==> src/rtl/alu_share_arbiter_pkg.sv <==
// Shared processor package: ALU opcode encoding and the arbiter response record.
package alu_share_arbiter_pkg;

  localparam logic [2:0] OpAdd = 3'd0;
  localparam logic [2:0] OpSub = 3'd1;
  localparam logic [2:0] OpAnd = 3'd2;
  localparam logic [2:0] OpOr  = 3'd3;
  localparam logic [2:0] OpXor = 3'd4;
  localparam logic [2:0] OpNot = 3'd5;
  localparam logic [2:0] OpShl = 3'd6;
  localparam logic [2:0] OpShr = 3'd7;

  typedef struct packed {
    logic       id;
    logic [7:0] result;
    logic       zero;
  } alu_rsp_t;

endpackage

==> src/rtl/alu_share_arbiter_alu.sv <==
// ALU8Bit: purely combinational 8-bit ALU; results wrap, no carry out.
module ALU8Bit
  import alu_share_arbiter_pkg::*;
(
  input  logic [2:0] opcode,
  input  logic [7:0] a,
  input  logic [7:0] b,
  output logic [7:0] result,
  output logic       zero
);

  always_comb begin
    result = 8'h00;
    case (opcode)
      OpAdd:   result = a + b;
      OpSub:   result = a - b;
      OpAnd:   result = a & b;
      OpOr:    result = a | b;
      OpXor:   result = a ^ b;
      OpNot:   result = ~a;
      OpShl:   result = a << b[2:0];
      OpShr:   result = a >> b[2:0];
      default: result = 8'h00;
    endcase
    zero = (result == 8'h00);
  end

endmodule

==> src/rtl/alu_share_arbiter.sv <==
// Two-requester round-robin arbiter sharing one ALU8Bit, with a single registered
// response slot and saturating per-requester accept counters.
module alu_share_arbiter
  import alu_share_arbiter_pkg::*;
#(
  parameter int unsigned PRIO_INIT = 0
) (
  input  logic        clk,
  input  logic        reset,
  input  logic        req0_valid,
  output logic        req0_ready,
  input  logic [2:0]  req0_opcode,
  input  logic [7:0]  req0_a,
  input  logic [7:0]  req0_b,
  input  logic        req1_valid,
  output logic        req1_ready,
  input  logic [2:0]  req1_opcode,
  input  logic [7:0]  req1_a,
  input  logic [7:0]  req1_b,
  output logic        rsp_valid,
  input  logic        rsp_ready,
  output logic        rsp_id,
  output logic [7:0]  rsp_result,
  output logic        rsp_zero,
  output logic [15:0] grant_cnt0,
  output logic [15:0] grant_cnt1
);

  localparam logic PrioInit = (PRIO_INIT != 0);

  // prio_q holds the index that wins the next contended cycle.
  logic        prio_q, prio_d;
  alu_rsp_t    rsp_q, rsp_d;
  logic        rsp_valid_q, rsp_valid_d;
  logic [15:0] cnt0_q, cnt0_d, cnt1_q, cnt1_d;

  logic       free, grant0, grant1, accept0, accept1, accept, sel;
  logic [2:0] alu_op;
  logic [7:0] alu_a, alu_b, alu_result;
  logic       alu_zero;

  always_comb begin
    free    = ~rsp_valid_q | rsp_ready;
    grant0  = req0_valid & (~req1_valid | ~prio_q);
    grant1  = req1_valid & (~req0_valid | prio_q);
    accept0 = grant0 & free & ~reset;
    accept1 = grant1 & free & ~reset;
    accept  = accept0 | accept1;
    sel     = grant1;
    alu_op  = sel ? req1_opcode : req0_opcode;
    alu_a   = sel ? req1_a : req0_a;
    alu_b   = sel ? req1_b : req0_b;
  end

  ALU8Bit u_alu (
    .opcode(alu_op),
    .a     (alu_a),
    .b     (alu_b),
    .result(alu_result),
    .zero  (alu_zero)
  );

  always_comb begin
    prio_d      = prio_q;
    rsp_d       = rsp_q;
    rsp_valid_d = rsp_valid_q;
    cnt0_d      = cnt0_q;
    cnt1_d      = cnt1_q;
    if (accept) begin
      prio_d       = ~sel;
      rsp_d.id     = sel;
      rsp_d.result = alu_result;
      rsp_d.zero   = alu_zero;
      rsp_valid_d  = 1'b1;
    end else if (rsp_ready) begin
      rsp_valid_d  = 1'b0;
    end
    if (accept0 && (cnt0_q != 16'hFFFF)) cnt0_d = cnt0_q + 16'd1;
    if (accept1 && (cnt1_q != 16'hFFFF)) cnt1_d = cnt1_q + 16'd1;
  end

  always_ff @(posedge clk or posedge reset) begin
    if (reset) begin
      prio_q      <= PrioInit;
      rsp_q       <= '0;
      rsp_valid_q <= 1'b0;
      cnt0_q      <= 16'h0000;
      cnt1_q      <= 16'h0000;
    end else begin
      prio_q      <= prio_d;
      rsp_q       <= rsp_d;
      rsp_valid_q <= rsp_valid_d;
      cnt0_q      <= cnt0_d;
      cnt1_q      <= cnt1_d;
    end
  end

  assign req0_ready = accept0;
  assign req1_ready = accept1;
  assign rsp_valid  = rsp_valid_q;
  assign rsp_id     = rsp_q.id;
  assign rsp_result = rsp_q.result;
  assign rsp_zero   = rsp_q.zero;
  assign grant_cnt0 = cnt0_q;
  assign grant_cnt1 = cnt1_q;

endmodule

==> config.mk <==
export PLATFORM = sky130hd
export DESIGN_NAME = alu_share_arbiter
export DESIGN_NICKNAME = d
export VERILOG_FILES = /design/src/rtl/alu_share_arbiter_pkg.sv /design/src/rtl/alu_share_arbiter_alu.sv /design/src/rtl/alu_share_arbiter.sv
export SDC_FILE = /design/constraint.sdc
export NUM_CORES = 1
export LEC_CHECK = 0
export CAP_MARGIN = 20
export CORE_UTILIZATION = 55
export DETAILED_ROUTE_END_ITERATION = 8
export GPL_TIMING_DRIVEN = 0
export PLACE_DENSITY = 0.87
export SLEW_MARGIN = 20
export SYNTH_ARGS = -nofsm -noshare
export SYNTH_HDL_FRONTEND = slang
export SYNTH_SLANG_ARGS = --single-unit
==> constraint.sdc <==
create_clock -name clk -period 6 [get_ports clk]
set_input_delay 0.6 -clock clk [delete_from_list [all_inputs] [get_ports clk]]
set_output_delay 0.6 -clock clk [all_outputs]
set_load 0.02 [all_outputs]
### After elaboration in Yosys (flattened, before gate mapping)

Index checks and enable logic that the tools add are counted.

* output and inout port bits: 45
* input port bits: 43
* flip-flop bits (word level): 44

* bitwise operators: 20
* equal/unequal tests: 9
* shift operators: 2
* muxes and demuxes: 6
* add/subtract/negate cells: 4
* reductions and logical operators: 5

Operators with widths (number)
* 8-bit case mux with 8 select lines: 1
* 16-bit by 1-bit adder with 16-bit output (second input constant): 2
* 16-bit inequality test (second input constant): 2
* 8-bit two-way mux: 2
* 3-bit == test (second input constant): 4
* 8-bit adder: 1
* 8-bit AND: 1
* 8-bit logical NOT: 1
* 8-bit inverter: 1
* 8-bit OR: 1
* 8-bit by 3-bit left shift with 8-bit output: 1
* 8-bit by 3-bit >> shifter with 8-bit output: 1
* 8-bit subtractor: 1
* 8-bit XOR: 1
* 1-bit AND: 6
* 3-bit by 2-bit == test with 1-bit output (second input constant): 2
* 1-bit inverter: 6
* 1-bit OR: 4
* 3-bit by 1-bit == test with 1-bit output (second input constant): 1
* 3-bit logical NOT: 1
* 3-bit two-way mux: 1
* 1-bit logical AND: 2
* 1-bit two-way mux: 2
* 2-bit nonzero test: 1

### Depth between registers and ports, before layout

Gate-level depths: netlist of the first run.

* depth after elaboration: 7
* gate-level depth with buffers: 20
* depth with buffers taken out: 17

### Cells and area by module

Synthesis of the first run repeated with hierarchy kept, for this count alone.

* cells, all modules: 401
* area total of the unflattened synthesis: 3922.5 µm²

By module, submodules not included
* alu_share_arbiter: cells each 198, instances 1, area an instance 2319.7 µm², seq. area each 1101.1 µm²
* ALU8Bit: cells each 203, instances 1, area an instance 1602.8 µm², seq. area each 0.0 µm²

### Worst setup path before layout of the first run

Ideal clock, no wire load.

* path type: input to register
* start point: in req1_valid
* end point: reg rsp_q (netlist bit rsp_zero)
* required time: 5933 ps
* path buffers: 4
* setup slack: 1855 ps
* arrival: 4078 ps
* stages: 18
* cells stage by stage: buf_2 nand2_4 buf_2 buf_2 buf_1 mux2i_1 ha_1 nor2_1 a21oi_1 fa_1 nor2b_1 nor3_1 o21bai_1 a21oi_1 xnor2_1 a211o_1 nor3_1 a32o_1

* cells in the longest elaborated chain, start to end: 6
* elaborated cells between the ends (all ways): 30
* those cells by class: 2 x add/sub; 7 x eq/ne; 2 x shift; 4 x mux; 13 x bitwise; 2 x reduce/logical

RTL lines
* start, declared: RTL line alu_share_arbiter.sv:15 `input logic req1_valid,`
* branches (longest 6 deep; another with 8-bit subtractor)
* end signal, assigned: RTL line alu_share_arbiter.sv:91 `rsp_q <= rsp_d;`
* end, declared: RTL line alu_share_arbiter.sv:33 `alu_rsp_t rsp_q, rsp_d;`

Parallel ways; which one is timed is not known.
A chain may end at the register's enable or synchronous reset.

### Worst setup path in the final report of the first run

* start point: in req0_valid
* end point: reg rsp_q (netlist bit rsp_zero)

* cells in the longest elaborated chain, start to end: 7
* elaborated cells between the ends (all ways): 30
* those cells by class: 2 x add/sub; 7 x eq/ne; 2 x shift; 4 x mux; 13 x bitwise; 2 x reduce/logical

RTL lines
* start, declared: RTL line alu_share_arbiter.sv:10 `input logic req0_valid,`
* 1-bit inverter: RTL line alu_share_arbiter.sv:45 `grant1 = req1_valid & (~req0_valid | prio_q);`
* 1-bit OR: RTL line alu_share_arbiter.sv:45
* 1-bit AND: RTL line alu_share_arbiter.sv:45
* 8-bit two-way mux, or another cell as far along: RTL line alu_share_arbiter.sv:51 `alu_a = sel ? req1_a : req0_a;`
* 8-bit subtractor, or another cell as far along: RTL line alu_share_arbiter_alu.sv:16 `OpSub: result = a - b;`
* 8-bit case mux with 8 select lines: RTL line alu_share_arbiter_alu.sv:14 `case (opcode)`
* 8-bit logical NOT: RTL line alu_share_arbiter_alu.sv:25 `zero = (result == 8'h00);`

Several ways; a longest one is shown, not always the timed one.

==> results by stage, run 1 <==
Layout:
- In the layout the commonest cells are 84 x sky130_fd_sc_hd__clkdlybuf4s50_1, 48 x sky130_fd_sc_hd__nand2_1, 44 x sky130_fd_sc_hd__dfrtp_1.
- The number of diodes is 0.
- From synthesis to final layout, the design area changed by 25.78%.
- The number of nets in the final layout is approximately 650.
- The filler cells instantiated in the layout total between 500 and 600.
- The finished layout holds roughly 680 standard cells, fillers aside.
- Of the cells placed in the final design, the portion with a size suffix greater than 1 is 0.09760.
- The most common cell after layout, fill and taps aside is sky130_fd_sc_hd__clkdlybuf4s50_1.
- Summing all multi-input logic gate instances after layout gives about 0.003 sq mm.
- After routing the design area is 0.005421 sq mm.
- The area of all sequential standard cells is ~0.0011 sq mm.

Global route:
- The overall global routing resource usage is 0.3794.
- The number of antenna violations at the first check in global routing was 0.
- The first global-routing pass estimated around 24 mm of wire.
- Entering global routing, the biggest net connects 30 pins.
- Global routing finished with a remaining overflow of 0.
- The number of global-route vias before repair is approximately 4,500.

Place:
- The post-placement cell count is approximately 680.
- Detailed placement finished with a half-perimeter wire length of around 12 mm.
- At the end of routability-driven placement, the weighted congestion stood at between 0.9 and 1.
- Buffers placed on the I/O ports in this run total 84.
- The total cell area at the placement stage is roughly 0.0053 sq mm.

Floorplanning:
- The die footprint is around 0.0082 sq mm.
- The initial utilization of the core area, before any placement, comes to 0.5818.
- The floorplan has 31 rows.
- The die is approximately 91 um wide.
- Pin placement for this block handled 88 I/O pins.
- The die span in y is 90.53 um.
- The total area inside the core boundary comes to ~0.0074 sq mm.

Flow run:
- Across the run, the number of max-cap violations was 0.

Logic synthesis:
- The most used flip-flop cell after synthesis is sky130_fd_sc_hd__dfrtp_1.
- The mapped netlist covers ~0.0043 sq mm.
- After synthesis, the share of flip-flops with an asynchronous set or reset is 1.000.
- For this run, the number of Yosys warnings is 0.
- The gate count after technology mapping is 491.
- For this run, the register share of the synthesized area comes to 0.2554.
- Counting every net in the synthesized netlist gives 560.
- The number of different library cells used by synthesis comes to between 70 and 80.
- The flip-flop and latch count after synthesis is between 40 and 50.
- The number of enable-type register cells in the synthesized netlist is 0.
- The post-synthesis area per instance is between 8 and 9 sq um.

STA:
- Static timing analysis puts the maximum clock frequency at 179.1 MHz.
- The smallest hold slack is roughly 0.49 ns.
- The hold violation count in the final report is 0.
- The slew of the pin with the lowest slew margin is about 0.86 ns.
- The number of pins with negative max-slew slack in the final report came to 0.
- The headroom to the max-slew limit is 0.4085.
- The final period demand of the worst path is between 5 and 6 ns.
- Across the routed clock network, the largest skew measured is about 0.0087 ns.
- Setup repair after global routing left no endpoint under its margin.
- The total negative slack for setup checks is 0 ns.
- Setup violations remaining at the end of the flow were counted as 0.
- In the finished design, the share of the clock period the worst path needs comes to 0.9305.

Detailed routing:
- The count of nets left with antenna violations once routing finished came out at 0.
- After detailed routing, the number of vias per cell comes to ~6.6.
- The number of detailed-route iterations in the first pass is 5.
- Wires add up to about 15 mm.
- Dividing the detail-routed wire length by the instance count gives roughly 22 um.
- The initial detailed-routing violation count is 380.
- The number of DRC violations after detailed routing is 0.
- The total via count in the routed design is between 4,000 and 5,000.

Worst setup path:
- The critical path's top delay family is buffers and inverters.
- The critical path is of the input port to flip-flop type.
- The endpoint identified for the worst register-to-register timing path is rsp_zero$_DFFE_PP0P_.
- The number of cells on the worst reg-to-reg path is 18.
- The signal on the critical path passes through clkdlybuf4s50_1 -> nand2b_2 -> nand2_4 -> buf_2 -> buf_2 -> buf_1 -> mux2i_1 -> ha_1 -> nor2_1 -> xor2_1 -> ha_1 -> a21oi_1 -> nand2_1 -> a21o_1 -> a21oi_1 -> xor2_1 -> o221ai_1 -> nor4_2 -> a32o_1.
- The master of the slowest instance on the critical path is sky130_fd_sc_hd__buf_1.
- The startpoint identified for the worst register-to-register timing path is prio_q$_DFFE_PP0P_.
- The critical path crosses 19 cells after its start point.
- The most critical setup path has its endpoint at rsp_zero$_DFFE_PP0P_.
- Tracing the worst setup path back leads to its startpoint at req0_valid.
- STA classifies the critical path startpoint as an input port.
- The worst reg-to-reg setup slack is 0.76 ns.
- STA puts the critical path data required time at around 6.2 ns.
- The worst setup path is captured at a flip-flop.
- In this run the worst path has a maximum fanout of 10.
- The largest single stage delay on the critical path is around 0.64 ns.
- The data arrival at the endpoint of the critical path is 5.82 ns.
- The critical path contains buffers and inverters numbering 4 combined.

Hold path:
- In this run the worst hold path is classified as flip-flop to flip-flop.
- The number of cells on the worst hold path is 1.

Clock tree:
- Hold repair after CTS inserted 0 buffers.
- The H-tree generated during clock tree synthesis spans 2 levels.
- Counting the buffers created by CTS gives 5.
- Clock latency on the worst-skew pair, taken at its later pin, is 0.30 ns.
- The CTS tree is done.
- The clock slew seen by the registers of the worst setup and hold paths is 0.08 ns.
- The post-CTS resize count is 0.
- For this design, the sink count on the clock tree is 44.
- The number of buffers inserted to repair setup after CTS is 0.
- The worst-case clock buffer depth is 2.
- CTS placed an instance of sky130_fd_sc_hd__clkbuf_8 at the clock tree root.

Power and ir drop:
- The maximum VDD drop is ~0.22 mV.
- The proportion of total power due to net switching is 0.4088.
- Of the total power, combinational logic draws 0.518.
- The share of total power dissipated in the clock network is 0.180.
- The cell-internal power is approximately 0.81 mW.
- In this run the power density over the cells is 253.4 mW/mm^2.
- Of the total power, registers draw 0.302.
- The leakage dissipation is between 2 and 2.5 nW.
- The completed layout was analyzed and its total power is roughly 1.4 mW.
- The net switching power is around 0.56 mW.

Run status:
- The run finished with clean final reports.
==> worst register-to-register path: cells and delay by family, from the launching register on <==
kind / cells / cell delay (ns)
and+or+nand+nor: 5 / 0.85
DFF: 1 / 0.42
buffers and inverters: 3 / 1.22
AOI/OAI and AO/OA: 5 / 1.07
adders and majority gates: 2 / 0.64
xor gates and xnor gates: 2 / 0.39
muxes: 1 / 0.58
==> state kept, by name, summed over array words and instances, names as in the netlist <==
register,flops
prio_q,1
rsp_result,8
rsp_id,1
rsp_valid,1
grant_cnt0,16
grant_cnt1,16
rsp_zero,1
==> stage by stage <==
| stage | utilization | setup WS, ns |
|---|---|---|
| 6_report | 0.7318 | 0.4167 |
| 5_1_grt | 0.7318 | 0.3009 |
| 4_1_cts | 0.7318 | 0.6667 |
| 3_5_place_dp | 0.7147 | 0.3780 |
| 3_3_place_gp | 0.7120 | 0.5067 |
| 2_1_floorplan | - | 1.855 |
==> worst min path at each step <==
stage / from / endpoint / slack [ns]
global placement: rsp_id$_DFFE_PP0P_ / rsp_id$_DFFE_PP0P_ / 0.46
floorplan: prio_q$_DFFE_PP0P_ / prio_q$_DFFE_PP0P_ / 0.48
global route: grant_cnt0[14]$_DFFE_PP0P_ / grant_cnt0[14]$_DFFE_PP0P_ / 0.52
CTS: grant_cnt0[14]$_DFFE_PP0P_ / grant_cnt0[14]$_DFFE_PP0P_ / 0.49
finish: grant_cnt0[14]$_DFFE_PP0P_ / grant_cnt0[14]$_DFFE_PP0P_ / 0.49
detailed placement: grant_cnt0[14]$_DFFE_PP0P_ / grant_cnt0[14]$_DFFE_PP0P_ / 0.48
==> cell type report <==
cell class,count,share of cell area
flip-flops and latches,44,0.2031
multi-input cells,398,0.5534
inverters,26,0.01800
clock inverters,1,0.005539
well taps,99,0.02285
repair buffers,85,0.1588
plain buffers,23,0.02054
clock buffers,7,0.01777
==> Yosys cell counts, types with 4 or more instances <==
cell,instances,area share
sky130_fd_sc_hd__a211oi_1,8,0.014
sky130_fd_sc_hd__a21o_1,4,0.0070
sky130_fd_sc_hd__a21oi_1,21,0.024
sky130_fd_sc_hd__a221o_1,4,0.0093
sky130_fd_sc_hd__a31oi_1,4,0.0058
sky130_fd_sc_hd__and2_1,4,0.0058
sky130_fd_sc_hd__and3_1,5,0.0073
sky130_fd_sc_hd__buf_2,14,0.016
sky130_fd_sc_hd__clkbuf_1,6,0.0052
sky130_fd_sc_hd__dfrtp_1,44,0.26
sky130_fd_sc_hd__ha_1,25,0.073
sky130_fd_sc_hd__inv_1,24,0.021
sky130_fd_sc_hd__mux2_2,14,0.037
sky130_fd_sc_hd__mux2i_1,35,0.081
sky130_fd_sc_hd__mux4_2,7,0.037
sky130_fd_sc_hd__nand2_1,48,0.042
sky130_fd_sc_hd__nand3_1,15,0.017
sky130_fd_sc_hd__nand4_1,11,0.016
sky130_fd_sc_hd__nor2_1,29,0.025
sky130_fd_sc_hd__nor2b_1,6,0.0087
sky130_fd_sc_hd__nor3_1,12,0.014
sky130_fd_sc_hd__o2111ai_1,5,0.010
sky130_fd_sc_hd__o211ai_1,5,0.0087
sky130_fd_sc_hd__o21ai_0,17,0.020
sky130_fd_sc_hd__or3_1,11,0.016
sky130_fd_sc_hd__xnor2_1,34,0.069
sky130_fd_sc_hd__xor2_1,8,0.016
==> layer usage <==
layer,track usage,routed length (um)
met3,0.1111,1626
met2,0.5871,7021
met4,0.1478,456
met5,0,0
met1,0.4976,6229
==> cells by family (layout without fill, tap and decap cells) <==
logic type | Yosys count | in the layout | synth area share
mux | 57 | 57 | 0.1570
xor+xnor | 42 | 42 | 0.08534
compound gates | 112 | 112 | 0.1872
buf+inv | 49 | 142 | 0.04848
flops | 44 | 44 | 0.2554
simple gates | 161 | 161 | 0.1893
fa+ha+maj | 26 | 26 | 0.07721
==> power by group through the flow <==
| stage | clock [mW] | sequential (mW) | combinational (mW) |
|---|---|---|---|
| 2_1_floorplan | 0 | 0.477 | 0.350 |
| 3_3_place_gp | 0 | 0.414 | 0.677 |
| 3_5_place_dp | 0 | 0.419 | 0.694 |
| 4_1_cts | 0.250 | 0.414 | 0.698 |
| 5_1_grt | 0.260 | 0.423 | 0.754 |
| 6_report | 0.247 | 0.415 | 0.712 |
Power figures use the tool's default switching activity.
==> inputs of run 2 (changes only) <==
--- a/config.mk
+++ b/config.mk
@@ -5,11 +5,12 @@
 export SDC_FILE = /design/constraint.sdc
 export NUM_CORES = 1
 export LEC_CHECK = 0
+export ABC_AREA = 1
 export CAP_MARGIN = 20
 export CORE_UTILIZATION = 55
 export DETAILED_ROUTE_END_ITERATION = 8
 export GPL_TIMING_DRIVEN = 0
-export PLACE_DENSITY = 0.87
+export PLACE_DENSITY = 0.88
 export SLEW_MARGIN = 20
 export SYNTH_ARGS = -nofsm -noshare
 export SYNTH_HDL_FRONTEND = slang
==> run 2 against run 1 <==
  * Flip-flop and latch count is the same
  * Sequential power grew 5.5%
  * Area after synthesis shrank 5.4%
  * Non-clock buffer count shrank 10
  * Count of clock-buffer cells in the layout shrank 2
  * First-iteration DRC count shrank 28%
  * Hold slack lost 0.0018 ns
  * Via count shrank 6.3%
  * Worst setup slack gained 1.7 ns
  * Wire length shrank 23%
  * Synthesized cell count grew 23%
  * Cell count grew 17%
  * Critical path type unchanged
  * Critical endpoint unchanged
  * Largest cell class unchanged
  * Largest power group unchanged
  * Highest routed layer unchanged
==> results by stage, run 2 <==
Clock tree:
- The count of hold buffers inserted by post-cts repair came to 0 (unchanged).
- The number of buffers inserted during clock tree synthesis was 5 (unchanged).
- The CTS tree is done.
- The post-CTS resize count is 0 (unchanged).
- The clock latency reported for the late side of the worst-skew pair is 0.30 ns (about the same).
- The clock net sink count came to 44 (unchanged).
- The clock slew seen by the registers of the worst setup and hold paths is 0.09 ns (about the same).
- The maximum level of the CTS H-tree is 2 (unchanged).
- The CTS root buffer is sky130_fd_sc_hd__clkbuf_8.
- The number of buffers inserted to repair setup after CTS came to 0 (unchanged).
- The worst-case clock buffer depth is 2 (unchanged).

Detailed routing:
- The final antenna-violating net count is 0 (unchanged).
- The vias per cell came to 5.296 (-20%).
- The total via count in the routed design is 4,226 (-6.3%).
- The initial detailed-routing violation count is 274 (-28%).
- The final wirelength is 11.75 mm (-23%).
- The post-detailed-route wirelength per cell is 14.73 um (-34%).
- The number of detailed-route iterations in the first pass is 5 (unchanged).
- The number of DRC violations after detailed routing is 0 (unchanged).

Logic synthesis:
- The most used standard cell by instance count after synthesis is sky130_fd_sc_hd__nand2_1.
- The largest area contributor in the synthesized netlist is sky130_fd_sc_hd__dfrtp_1.
- The gate count after technology mapping is 604 (+23%).
- The post-synthesis area per instance is 6.753 sq um (-23%).
- The flip-flop and latch count after synthesis is 44 (unchanged).
- The fraction of registers with async set or reset after synthesis is 1.000 (unchanged).
- By count the netlist is led by 171 x sky130_fd_sc_hd__nand2_1, 90 x sky130_fd_sc_hd__inv_1, 63 x sky130_fd_sc_hd__nand3_1, 54 x sky130_fd_sc_hd__nor2_1, 44 x sky130_fd_sc_hd__dfrtp_1.
- The post-synthesis net count was 673 (+20%).
- The post-synth design cell area came to 0.004079 sq mm (-5.4%).
- The number of enable-type register cells in the synthesized netlist came to 0 (unchanged).
- The total number of yosys warnings was 0 (unchanged).
- The proportion of netlist area held by the largest area contributor is 0.2699 (+0.01450).
- The number of distinct library cell variants in the gate-level netlist after synthesis is 39 (-45%).
- The share of the yosys chip area belonging to registers is 0.2699 (+0.01450).
- The leading register cell type out of synthesis is sky130_fd_sc_hd__dfrtp_1.
- Yosys attributes the largest share of cell area to sky130_fd_sc_hd__dfrtp_1 27%, sky130_fd_sc_hd__nand2_1 16%, sky130_fd_sc_hd__inv_1 8.3%, sky130_fd_sc_hd__nand3_1 7.7%, sky130_fd_sc_hd__ha_1 7.7%.

STA:
- The hold violation count in the final report is 0 (unchanged).
- The fmax came to 259.8 MHz (+45%).
- The final period demand of the worst path is 3.848 ns (-1.735 ns).
- The headroom to the max-slew limit is 0.6835 (+0.2749).
- The final setup violation count is 0 (unchanged).
- Setup repair after global routing left no endpoint under its margin.
- The worst clock skew on the final layout is 0.009539 ns (+0.0008105 ns).
- The slew of the pin with the lowest slew margin was 0.4705 ns (-0.3921 ns).
- The portion of the clock cycle consumed by the worst path in the final layout is 0.6414 (-0.2891).
- The number of pins with negative max-slew slack in the final report is 0 (unchanged).
- The post-layout worst setup margin was 2.152 ns (+1.735 ns).
- The total negative slack for setup checks is 0 ns (unchanged).

Global route:
- The number of global-route vias before repair is 3,981 (-11%).
- The overall global routing resource usage came to 0.3165 (-0.06281).
- The largest net degree at the start of global routing came to 37 (+23%).
- The met1 capacity usage during global routing is 0.4089 (-0.08869).
- The total global routing overflow came to 0 (unchanged).
- The layer flagged by global routing as most heavily used is met2.
- The global-route wire length before repair is 18.98 mm (-21%).
- The global routing met3 resource utilization is 0.05844 (-0.05268).
- The number of antenna violations at the first check in global routing is 0 (unchanged).
- The met2 capacity usage during global routing is 0.5511 (-0.03603).

Worst setup path:
- The kind of end point of the critical path is a flip-flop.
- The data required time at the worst endpoint came to 6.24 ns (about the same).
- The highest fanout seen on the critical path is 12 (+2).
- The depth of the worst register-to-register path is 24 (+6).
- The data arrival at the endpoint of the critical path is 4.08 ns (-1.74 ns).
- The category of the critical setup timing path is input port to flip-flop.
- The startpoint kind of the worst setup timing path is an input port.

Hold path:
- The number of cells on the worst hold path is 2 (+1).
- The min-delay analysis places its worst path in the category flip-flop to flip-flop.

Layout:
- The top cell types in the final layout, fill and taps aside, are 171 x sky130_fd_sc_hd__nand2_1, 89 x sky130_fd_sc_hd__inv_1, 86 x sky130_fd_sc_hd__clkdlybuf4s50_1.
- Relative to the synthesized area, the layout overhead comes to 27.45%.
- The share of layout cells above drive strength 1 is 0.08298 (-0.01463).
- Leaving out fill and tap cells, the most frequent cell in the layout is sky130_fd_sc_hd__nand2_1.
- The number of nets in the final layout is 767 (+18%).
- The post-layout utilization of the core is 0.7206 (-0.01120).
- The final-layout fill cell count is 616 (+7.3%).
- The number of diodes is 0 (unchanged).

Floorplanning:
- The total number of placement rows is 31 (unchanged).
- The initial core utilization was 0.5654 (-0.01644).
- The die width is 88.12 um (-2.7%).
- The die footprint is 0.007764 sq mm (-5.3%).
- The placeable core area is 0.007214 sq mm (-2.6%).
- The die span in y is 88.12 um (-2.7%).
- The top-level I/O count was 88 (unchanged).

Run status:
- The run finished with clean final reports.

Place:
- The number of I/O port buffers is 86 (+2.4%).
- The routability congestion estimate from global placement is 0.9772 (-1.1%).
- The detailed placement HPWL is 9.619 mm (-18%).
- The pre-CTS setup slack is 1.873 ns (+1.495 ns).

Power and ir drop:
- The maximum VDD drop is 0.2404 mV (+11%).
- The leakage dissipation is 2.734 nW (+19%).
- The total power per unit cell area is 301.3 mW/mm^2 (+19%).

Flow run:
- The count of maximum capacitance violations is 0 (unchanged).
[run 2: final timing paths]
kind | from | to | slack [ns]
worst max-delay path | req0_valid | rsp_zero$_DFFE_PP0P_ | 2.15
worst min-delay path | rsp_id$_DFFE_PP0P_ | rsp_id$_DFFE_PP0P_ | 0.49
worst max register to register | prio_q$_DFFE_PP0P_ | rsp_zero$_DFFE_PP0P_ | 2.51
worst min register to register | rsp_id$_DFFE_PP0P_ | rsp_id$_DFFE_PP0P_ | 0.49
max in group asynchronous | reset | grant_cnt1[3]$_DFFE_PP0P_ | 4.98
min in group asynchronous | reset | grant_cnt0[8]$_DFFE_PP0P_ | 0.55
[run 2: kinds of logic (layout without fill, tap and decap cells)]
group	count (synthesis)	in the layout	share of synthesized area
adder cells (fa/ha/maj)	26	26	0.08160
flip-flops	44	44	0.2699
AND/OR/NAND/NOR	342	342	0.3859
buffers and inverters	104	199	0.1083
XOR/XNOR	34	34	0.07301
AO/OA/AOI/OAI	54	54	0.08129
[run 2: where the power goes]
part	leakage (nW)	switching, mW	internal [mW]
registers	0.545	0.0655	0.372
logic	2.13	0.537	0.355
clock network	0.0548	0.111	0.126
[run 2: cell type report]
cell class                      instances  area, sq um  share of cell area
Clock inverter                          3        46.29            0.008905
Sequential cell                        44         1101              0.2118
Timing Repair Buffer                   87        880.8              0.1694
Inverter                               93        349.1             0.06715
Tap cell                               99        123.9             0.02383
Clock buffer                            5        68.82             0.01324
Buffer                                 11        92.59             0.01781
Multi-Input combinational cell        456         2536              0.4878
[run 2: stage by stage]
stage / area, sq um / instances / hold slack [ns] / power (mW)
2_1_floorplan: 4079 / 604 / 0.5466 / 0.9912
3_3_place_gp: 5064 / 789 / 0.4574 / 1.288
3_5_place_dp: 5084 / 790 / 0.4688 / 1.326
4_1_cts: 5199 / 798 / 0.4901 / 1.564
5_1_grt: 5199 / 798 / 0.5114 / 1.684
6_report: 5199 / 798 / 0.4873 / 1.566
[run 2: critical path: stages]
cell                              delay, ns
sky130_fd_sc_hd__clkdlybuf4s50_1       0.59
sky130_fd_sc_hd__nand2_4               0.12
sky130_fd_sc_hd__nand2_4               0.12
sky130_fd_sc_hd__nand2_1               0.05
sky130_fd_sc_hd__nand2_1               0.11
sky130_fd_sc_hd__buf_4                 0.21
sky130_fd_sc_hd__ha_1                  0.17
sky130_fd_sc_hd__inv_1                 0.05
sky130_fd_sc_hd__o31ai_1               0.34
sky130_fd_sc_hd__nand2_1               0.11
sky130_fd_sc_hd__xor2_1                0.20
sky130_fd_sc_hd__ha_1                  0.30
sky130_fd_sc_hd__a21oi_1               0.14
sky130_fd_sc_hd__o21ai_0               0.08
sky130_fd_sc_hd__a31oi_1               0.22
sky130_fd_sc_hd__inv_1                 0.07
sky130_fd_sc_hd__nand3_1               0.09
sky130_fd_sc_hd__nand2_1               0.09
sky130_fd_sc_hd__a21oi_1               0.19
sky130_fd_sc_hd__nand3_1               0.13
sky130_fd_sc_hd__nand2_1               0.08
[run 2: metal layers]
metal / vias up / wire length, um / part of all wire
met1: 1985 / 5110 / 0.43
met3: 20 / 735 / 0.063
met4: 0 / 192 / 0.016
li1: 2100 / - / -
met5: - / 0 / 0
met2: 121 / 5715 / 0.49
